## config.mk

```make
export PLATFORM = sky130hd
export DESIGN_NAME = eee_colour_bbox
export DESIGN_NICKNAME = d
export VERILOG_FILES = /design/src/rtl/eee_bbox_pkg.sv /design/src/rtl/eee_colour_match.sv /design/src/rtl/eee_colour_bbox.sv
export SDC_FILE = /design/constraint.sdc
export NUM_CORES = 1
export LEC_CHECK = 0
export ABC_CLOCK_PERIOD_IN_PS = 6800
export CORE_AREA = 2 2 219 221
export CTS_CLUSTER_DIAMETER = 200
export DETAILED_ROUTE_END_ITERATION = 10
export DIE_AREA = 0 0 221 223
export GPL_ROUTABILITY_DRIVEN = 0
export GPL_TIMING_DRIVEN = 1
export PLACE_DENSITY_LB_ADDON = 0.25
export SETUP_SLACK_MARGIN = 0.3
export SYNTH_ARGS = -nofsm -noshare
export SYNTH_HDL_FRONTEND = slang
export SYNTH_SLANG_ARGS = --single-unit
```

## constraint.sdc

```tcl
create_clock -name clk -period 6.8 [get_ports clk]
set_clock_uncertainty 0.15 [all_clocks]
set_input_delay 1.02 -clock clk [delete_from_list [all_inputs] [get_ports clk]]
set_output_delay 1.02 -clock clk [all_outputs]
set_load 0.05 [all_outputs]
```

## src/rtl/eee_bbox_pkg.sv

```systemverilog
// Shared definitions for the colour bounding-box block: packet-type codes,
// overlay colour table, coordinate width helper and the packet FSM states.
package eee_bbox_pkg;

    // Low nibble of the first beat of a packet identifies its type.
    localparam logic [3:0] PKT_VIDEO = 4'h0;
    localparam logic [3:0] PKT_CTRL  = 4'hF;

    localparam int MAX_CLASSES = 8;

    // Colour painted on the perimeter of class k's box when overlay is on.
    localparam logic [23:0] OVL_COLOUR [MAX_CLASSES] = '{
        24'hFF0000,  // class 0: red
        24'h00FF00,  // class 1: green
        24'h0000FF,  // class 2: blue
        24'hFFFF00,  // class 3: yellow
        24'h00FFFF,  // class 4: cyan
        24'hFF00FF,  // class 5: magenta
        24'hFFFFFF,  // class 6: white
        24'hFF8000   // class 7: orange
    };

    typedef enum logic [1:0] {
        ST_IDLE  = 2'd0,
        ST_VIDEO = 2'd1,
        ST_OTHER = 2'd2
    } state_t;

    // Bits needed for an x or y coordinate; never less than one.
    function automatic int coord_w(input int w, input int h);
        int m;
        int n;
        m = (w > h) ? w : h;
        n = $clog2(m);
        return (n < 1) ? 1 : n;
    endfunction

endpackage

```

## src/rtl/eee_colour_match.sv

```systemverilog
// Per-pixel colour class test: every RGB channel must sit inside the
// inclusive [lo, hi] window. Purely combinational.
module eee_colour_match (
    input  logic [23:0] pixel,
    input  logic [23:0] lo,
    input  logic [23:0] hi,
    output logic        match
);

    logic [2:0] in_range;

    // Channel-wise window compare (B = bits 7:0, G = 15:8, R = 23:16).
    always_comb begin
        in_range = '0;
        for (int c = 0; c < 3; c++) begin
            in_range[c] = (pixel[8*c +: 8] >= lo[8*c +: 8]) &&
                          (pixel[8*c +: 8] <= hi[8*c +: 8]);
        end
        match = &in_range;
    end

endmodule

```

## src/rtl/eee_colour_bbox.sv

```systemverilog
// Colour bounding-box tracker on an Avalon-ST video stream.
// Every beat passes through one output register stage. Pixels of video
// packets are matched against NUM_CLASSES RGB windows; per-class min/max
// coordinates are published on bbox_out at the end of each video frame.
// Optional feature: define EEE_BBOX_OVERLAY_EN to paint the perimeter of the
// previously published boxes into the output video when mode=1. Without it
// the video path is a bit-exact passthrough and mode is ignored.
//
// Handshake: a beat moves on a port when valid & ready are both high at the
// rising edge; a stalled source keeps data/sop/eop stable, and the sink is
// ready whenever the output register is empty or being drained.
module eee_colour_bbox
    import eee_bbox_pkg::*;
#(
    parameter  int IMAGE_W     = 640,
    parameter  int IMAGE_H     = 480,
    parameter  int NUM_CLASSES = 4,
    localparam int CW          = coord_w(IMAGE_W, IMAGE_H)
) (
    input  logic                        clk,
    input  logic                        reset_n,
    input  logic                        mode,
    input  logic [NUM_CLASSES*24-1:0]   thr_lo,
    input  logic [NUM_CLASSES*24-1:0]   thr_hi,
    input  logic [23:0]                 sink_data,
    input  logic                        sink_valid,
    output logic                        sink_ready,
    input  logic                        sink_startofpacket,
    input  logic                        sink_endofpacket,
    output logic [23:0]                 source_data,
    output logic                        source_valid,
    input  logic                        source_ready,
    output logic                        source_startofpacket,
    output logic                        source_endofpacket,
    output logic [NUM_CLASSES*4*CW-1:0] bbox_out,
    output logic [NUM_CLASSES-1:0]      bbox_found,
    output logic                        bbox_valid,
    output logic [1:0]                  dbg_state
);

    state_t state_q, state_d;

    logic accept;
    logic hdr_video;
    logic pix_beat;
    logic frame_end;
    logic [23:0] pix_out;

    logic [CW-1:0] x_q, y_q;
    logic [NUM_CLASSES-1:0] match_vec;

    logic [NUM_CLASSES-1:0] acc_found, nxt_found, pub_found;
    logic [CW-1:0] acc_xmin [NUM_CLASSES];
    logic [CW-1:0] acc_xmax [NUM_CLASSES];
    logic [CW-1:0] acc_ymin [NUM_CLASSES];
    logic [CW-1:0] acc_ymax [NUM_CLASSES];
    logic [CW-1:0] nxt_xmin [NUM_CLASSES];
    logic [CW-1:0] nxt_xmax [NUM_CLASSES];
    logic [CW-1:0] nxt_ymin [NUM_CLASSES];
    logic [CW-1:0] nxt_ymax [NUM_CLASSES];
    logic [CW-1:0] pub_xmin [NUM_CLASSES];
    logic [CW-1:0] pub_xmax [NUM_CLASSES];
    logic [CW-1:0] pub_ymin [NUM_CLASSES];
    logic [CW-1:0] pub_ymax [NUM_CLASSES];

    assign sink_ready = reset_n & (source_ready | ~source_valid);
    assign accept     = sink_valid & sink_ready;
    assign hdr_video  = (sink_data[3:0] == PKT_VIDEO);
    // Pixel beats: anything after the header inside a video packet.
    assign pix_beat   = accept & ~sink_startofpacket & (state_q == ST_VIDEO);
    // A header-only video packet still ends a (empty) frame.
    assign frame_end  = accept & sink_endofpacket &
                        (sink_startofpacket ? hdr_video : (state_q == ST_VIDEO));
    assign dbg_state  = state_q;
    assign bbox_found = pub_found;

    genvar g;
    generate
        for (g = 0; g < NUM_CLASSES; g++) begin : g_match
            eee_colour_match u_match (
                .pixel (sink_data),
                .lo    (thr_lo[24*g +: 24]),
                .hi    (thr_hi[24*g +: 24]),
                .match (match_vec[g])
            );
        end
    endgenerate

    // Packet FSM state register.
    always_ff @(posedge clk) begin
        if (!reset_n) state_q <= ST_IDLE;
        else          state_q <= state_d;
    end

    // Packet FSM next state: eop closes a packet, sop opens one by type.
    always_comb begin
        state_d = state_q;
        if (accept) begin
            if (sink_endofpacket)        state_d = ST_IDLE;
            else if (sink_startofpacket) state_d = hdr_video ? ST_VIDEO : ST_OTHER;
        end
    end

    // Accumulator update for the current pixel: first hit seeds, later hits widen.
    always_comb begin
        nxt_found = acc_found;
        for (int k = 0; k < NUM_CLASSES; k++) begin
            nxt_xmin[k] = acc_xmin[k];
            nxt_xmax[k] = acc_xmax[k];
            nxt_ymin[k] = acc_ymin[k];
            nxt_ymax[k] = acc_ymax[k];
            if (pix_beat && match_vec[k]) begin
                nxt_found[k] = 1'b1;
                if (!acc_found[k]) begin
                    nxt_xmin[k] = x_q;
                    nxt_xmax[k] = x_q;
                    nxt_ymin[k] = y_q;
                    nxt_ymax[k] = y_q;
                end else begin
                    if (x_q < acc_xmin[k]) nxt_xmin[k] = x_q;
                    if (x_q > acc_xmax[k]) nxt_xmax[k] = x_q;
                    if (y_q < acc_ymin[k]) nxt_ymin[k] = y_q;
                    if (y_q > acc_ymax[k]) nxt_ymax[k] = y_q;
                end
            end
        end
    end

    // Coordinates, accumulators and the published result.
    always_ff @(posedge clk) begin
        if (!reset_n) begin
            x_q        <= '0;
            y_q        <= '0;
            acc_found  <= '0;
            pub_found  <= '0;
            bbox_valid <= 1'b0;
            for (int k = 0; k < NUM_CLASSES; k++) begin
                acc_xmin[k] <= '0; acc_xmax[k] <= '0;
                acc_ymin[k] <= '0; acc_ymax[k] <= '0;
                pub_xmin[k] <= '0; pub_xmax[k] <= '0;
                pub_ymin[k] <= '0; pub_ymax[k] <= '0;
            end
        end else begin
            bbox_valid <= 1'b0;
            if (frame_end) begin
                // Includes the eop pixel; a header-only frame publishes empty.
                bbox_valid <= 1'b1;
                pub_found  <= sink_startofpacket ? '0 : nxt_found;
                acc_found  <= '0;
                for (int k = 0; k < NUM_CLASSES; k++) begin
                    pub_xmin[k] <= sink_startofpacket ? '0 : nxt_xmin[k];
                    pub_xmax[k] <= sink_startofpacket ? '0 : nxt_xmax[k];
                    pub_ymin[k] <= sink_startofpacket ? '0 : nxt_ymin[k];
                    pub_ymax[k] <= sink_startofpacket ? '0 : nxt_ymax[k];
                    acc_xmin[k] <= '0; acc_xmax[k] <= '0;
                    acc_ymin[k] <= '0; acc_ymax[k] <= '0;
                end
            end else if (accept && sink_startofpacket) begin
                acc_found <= '0;
                for (int k = 0; k < NUM_CLASSES; k++) begin
                    acc_xmin[k] <= '0; acc_xmax[k] <= '0;
                    acc_ymin[k] <= '0; acc_ymax[k] <= '0;
                end
            end else if (pix_beat) begin
                acc_found <= nxt_found;
                for (int k = 0; k < NUM_CLASSES; k++) begin
                    acc_xmin[k] <= nxt_xmin[k]; acc_xmax[k] <= nxt_xmax[k];
                    acc_ymin[k] <= nxt_ymin[k]; acc_ymax[k] <= nxt_ymax[k];
                end
            end

            if (accept && sink_startofpacket) begin
                x_q <= '0;
                y_q <= '0;
            end else if (pix_beat) begin
                if (x_q == CW'(IMAGE_W - 1)) begin
                    x_q <= '0;
                    if (y_q != CW'(IMAGE_H - 1)) y_q <= y_q + CW'(1);
                end else begin
                    x_q <= x_q + CW'(1);
                end
            end
        end
    end

    // Pack the published boxes as {xmin, xmax, ymin, ymax} per class.
    always_comb begin
        bbox_out = '0;
        for (int k = 0; k < NUM_CLASSES; k++) begin
            bbox_out[k*4*CW +: 4*CW] = {pub_xmin[k], pub_xmax[k], pub_ymin[k], pub_ymax[k]};
        end
    end

`ifdef EEE_BBOX_OVERLAY_EN
    logic        mode_q;
    logic        ovl_hit;
    logic [23:0] ovl_col;

    // Mode is frozen at each video header so a frame is drawn consistently.
    always_ff @(posedge clk) begin
        if (!reset_n)                                        mode_q <= 1'b0;
        else if (accept && sink_startofpacket && hdr_video)  mode_q <= mode;
    end

    // Perimeter overlay; scanning downwards leaves the lowest class on top.
    always_comb begin
        ovl_hit = 1'b0;
        ovl_col = '0;
        pix_out = sink_data;
        for (int k = NUM_CLASSES - 1; k >= 0; k--) begin
            if (pub_found[k] &&
                ((((x_q == pub_xmin[k]) || (x_q == pub_xmax[k])) &&
                  (y_q >= pub_ymin[k]) && (y_q <= pub_ymax[k])) ||
                 (((y_q == pub_ymin[k]) || (y_q == pub_ymax[k])) &&
                  (x_q >= pub_xmin[k]) && (x_q <= pub_xmax[k])))) begin
                ovl_hit = 1'b1;
                ovl_col = OVL_COLOUR[k];
            end
        end
        if (mode_q && ovl_hit && (state_q == ST_VIDEO) && !sink_startofpacket)
            pix_out = ovl_col;
    end
`else
    logic unused_mode;
    assign unused_mode = mode;
    assign pix_out     = sink_data;
`endif

    // Output register stage: load on accept, empty once the sink takes it.
    always_ff @(posedge clk) begin
        if (!reset_n) begin
            source_valid         <= 1'b0;
            source_data          <= '0;
            source_startofpacket <= 1'b0;
            source_endofpacket   <= 1'b0;
        end else if (accept) begin
            source_valid         <= 1'b1;
            source_data          <= pix_out;
            source_startofpacket <= sink_startofpacket;
            source_endofpacket   <= sink_endofpacket;
        end else if (source_ready) begin
            source_valid         <= 1'b0;
        end
    end

endmodule

```

# Word-level counts from Yosys, hierarchy flattened
# Memories as Yosys holds them, arrays and structs flattened.
# Index checks and enable logic that the tools add are counted.
# totals
ff_bits,58
mem_bits_rw,320
in_bits,223
out_inout_bits,195
wordCells,318
memories,8
# op_classes
n_addsub,2
n_lt_le_gt_ge,40
n_eq_ne,3
mux,153
bitwise,74
n_reduce_logical,28
# memory_table
name,depth,word_bits,rd,rd_ports_with_merged_regs,write_ports,line,source
acc_xmax,4,10,4,0,4,eee_colour_bbox.sv:54,logic [CW-1:0] acc_xmax [NUM_CLASSES];
acc_xmin,4,10,4,0,4,eee_colour_bbox.sv:53,logic [CW-1:0] acc_xmin [NUM_CLASSES];
acc_ymax,4,10,4,0,4,eee_colour_bbox.sv:56,logic [CW-1:0] acc_ymax [NUM_CLASSES];
acc_ymin,4,10,4,0,4,eee_colour_bbox.sv:55,logic [CW-1:0] acc_ymin [NUM_CLASSES];
pub_xmax,4,10,4,0,4,eee_colour_bbox.sv:62,logic [CW-1:0] pub_xmax [NUM_CLASSES];
pub_xmin,4,10,4,0,4,eee_colour_bbox.sv:61,logic [CW-1:0] pub_xmin [NUM_CLASSES];
+2 memories,--,--,--,--,--,--,
# ops
operator,count
10-bit two-way mux,129
8-bit >= comparator,12
8-bit <= comparator,12
10-bit > comparator,8
10-bit < comparator,8
1-bit OR,65
10-bit by 1-bit adder with 10-bit output (second input constant),2
1-bit two-way mux,20
1-bit logical AND,17
3-bit AND reduction,5
10-bit == test (second input constant),1
10-bit by 9-bit inequality test with 1-bit output (second input constant),1
1-bit AND,6
2-bit two-way mux,3
4-bit zero test,1
4-bit two-way mux,1
2-bit nonzero test,2
1-bit inverter,3
3-bit OR reduction,1
2-bit by 1-bit == test with 1-bit output (second input constant),1
2-bit AND reduction,1
2-bit OR reduction,1

# Longest topological paths before layout
# logic_depth
word_depth,12
depth_mapped,12
mapped_depth_nobuf,9

# Hierarchy
# A second synthesis with hierarchy kept.
# hier_totals
hier_cells,2364
hier_area_um2,23886.7
# modules_own_cells
module,instances,cells_each,area_each_um2,seq_area_each_um2
eee_colour_bbox,1,1730,19209.7,10770.3
eee_colour_match (g_match[0].u_match ...),2,158,1183.6,0.0
eee_colour_match (g_match[2].u_match ...),2,159,1154.9,0.0

# Worst setup path after synthesis
# OpenSTA, ideal clock, no wires.
# synth_timing
path_kind,in2reg
start,input port source_ready
end,memory pub_xmax[0][0] (netlist bit) (enable)
setup_ps,1335
arrival_ps,4530
t_required_ps,5315
path_slack_ps,786
path_stages,7
path_buffers,2
path_cell_list,nand2b_1 > and3_1 > buf_2 > nand2_1 > a21o_1 > buf_2 > nand2_1
# synth_rtl
item,line,source
"start, declared",eee_colour_bbox.sv:32,"input logic source_ready,"
"end, declared",eee_colour_bbox.sv:62,

==> results.cfg <==
[run_status]
status = complete, no violations

[route]
postRouteWirelength_mm = 81.89
dr.pass1.iters = 6
via_per_inst = 6.072
wire_per_inst_um = 22.31
first_iter_violations = 1788
antenna_left = 0
vias = 22280
drc = 0

[worst_setup_path]
r2r_start = dbg_state[0]
rr_worst_depth = 9
path_class = in2reg
crit_fanout = 17
cp-end-kind = flip-flop
crit_start = sink_data[12]
timing.rr.end = pub_ymin[2][9]
cp.required_ns = 7.05
startpoint_type = input port
crit_path_end = pub_ymin[2][9]
crit_arrival_ns = 5.16
rrSetupSlack_ns = 2.95

[sta]
hold_ws_ns = 0.3109
hold_violations = 0
max-slew-margin-rel = 0.2968
slew_violations = 0
timing.final.ws_setup_ns = 1.895
final.period_utilization = 0.7214
clock.fmax_ghz = 0.2039
rsz0062_at_grt = no
tightest_slew_ns = 1.053
setup_viol = 0
fin_setup_tns_ns = 0
period_needed_ns = 4.905

[place]
place_area_um2 = 30200
place.port_buffers = 416
dp_hpwl_mm = 59.58
pre_cts_ws_ns = 1.350

[logic_synthesis]
synthTopCellsByCount = inv_1, ha_1, edfxtp_1
syn_area_um2 = 25430
syn-mean-instance-area_um2 = 9.643
synth_edf_count = 320
yosysMostFrequentCell = inv_1
synth.largest_area_cell = edfxtp_1
yosysWarnings = 0
synth_nets = 3206
synth.distinct_cells = 58
synth_async_sr_flop_share = 0
synth-seq-cells = 378
synthFlopType = edfxtp_1
netlist_top_cells_area = edfxtp_1, ha_1, mux2i_1, inv_1, a21oi_1
synth-seq-area-share = 0.4235
synthCells = 2637
synth.top_cell.area_share = 0.3779

[clock_tree]
cts_setup_buffers = 0
clock-sinks = 378
cts_buffer_depth = 3
holdBufCountCts = 0
insertion_delay_ns = 0.59
htreeDepth = 2
clock-root-buffer = clkbuf_16
cts-buffers-inserted = 42
cts_resized = 0
cts.reportedPaths.clkPinSlew_ns = 0.06
cts_tree = built

[finish]
diodes = 0
nets = 3590
area_growth_pct = 24.72
fin_util = 0.6727
fin_area_um2 = 31720
layout-drive-gt1-share = 0.04190

[die]
design.die.area_um2 = 49280
io_pins = 418
start_util = 0.5394
core_um2 = 47150
row_count = 80
die_h_um = 223
die_w_um = 221

[global_route]
grt_max_degree = 131
grt_pass1_vias = 21960
grt_pass1_wl_mm = 123.5
grtUsageTotal = 0.3215
antenna_found_initial = 0
gr-total-overflow = 0

[power]
peakVddDrop_mv = 0.1772
cellPowerDensity_nw_per_um2 = 191.3
p_leak_uw = 0.01358

[flow_run]
max-cap-violations = 0

[worst_hold_path]
min-delay-path-class = reg2reg
state kept, by name, summed over array words and instances (netlist names):
name                  flops
source_valid              1
pub_ymax                 40
pub_xmin                 40
source_endofpacket        1
bbox_found                4
acc_xmin                 40
dbg_state                 2
y_q                      10
x_q                      10
acc_xmax                 40
pub_xmax                 40
source_startofpacket      1
bbox_valid                1
pub_ymin                 40
acc_ymax                 40
acc_found                 4
source_data              24
acc_ymin                 40
kinds of logic after synthesis:
family | Yosys count | synth area share
adders and majority gates | 346 | 0.1702
muxes | 141 | 0.05550
buffers and inverters | 464 | 0.07110
DFF | 378 | 0.4235
AOI/OAI and AO/OA | 668 | 0.1536
and+or+nand+nor | 627 | 0.1216
xor gates and xnor gates | 13 | 0.004477
per-stage QoR:
step / cells / total power (µW)
after floorplan: 2637 / 3195
after global placement: 3592 / 3545
after detailed placement: 3592 / 3583
after CTS: 3670 / 6079
after global routing: 3670 / 6249
final: 3670 / 6068
worst max-delay path, cell delays in order:
cell	delay [ns]
clkdlybuf4s50_1	0.74
ha_1	0.46
nand4_1	0.12
o21ai_0	0.37
nand2_1	0.11
nor4_1	0.30
nand4_1	0.79
buf_4	0.53
or2_2	0.44
o21ai_0	0.26
layout make-up:
class	count	area, µm²
Sequential cell	378	10770
Tap cell	615	769.5
Clock inverter	26	379.1
Multi-Input combinational cell	1795	12870
Inverter	350	1314
Clock buffer	52	1139
Fill cell	3592	15430
Timing Repair Buffer	454	4469
how the worst min path moves through the flow:
stage	start	to	slack, ns	cells after the start
floorplan	acc_found[1]	acc_found[1]	0.39	2
global placement	source_data[22]	source_data[22]	0.30	2
detailed placement	source_data[4]	source_data[4]	0.30	2
CTS	source_data[2]	source_data[2]	0.31	2
global route	source_data[2]	source_data[2]	0.33	2
finish	source_data[3]	source_data[3]	0.31	2
layout by cell type (no fill, tap or decap), types with 62 or more instances in the layout:
cell             Yosys  final
clkdlybuf4s50_1      0    415
inv_1              350    350
ha_1               346    346
edfxtp_1           320    320
nand2_1            305    304
a21oi_1            251    251
o21ai_0            209    209
mux2i_1            141    141
o211ai_1            92     92
nand4_1             62     62
where the power goes:
| part | switching [µW] | internal, µW |
|---|---|---|
| logic | 530 | 355 |
| clock network | 988 | 1540 |
| registers | 58.1 | 2600 |
| total | 1580 | 4490 |
metal layers:
layer,share of wire,GRT usage
met2,0.46,0.5281
met3,0.11,0.08574
met4,0.055,0.1676
met1,0.37,0.3884
met5,0,0
No activity file was read; power rests on OpenSTA's default activity.
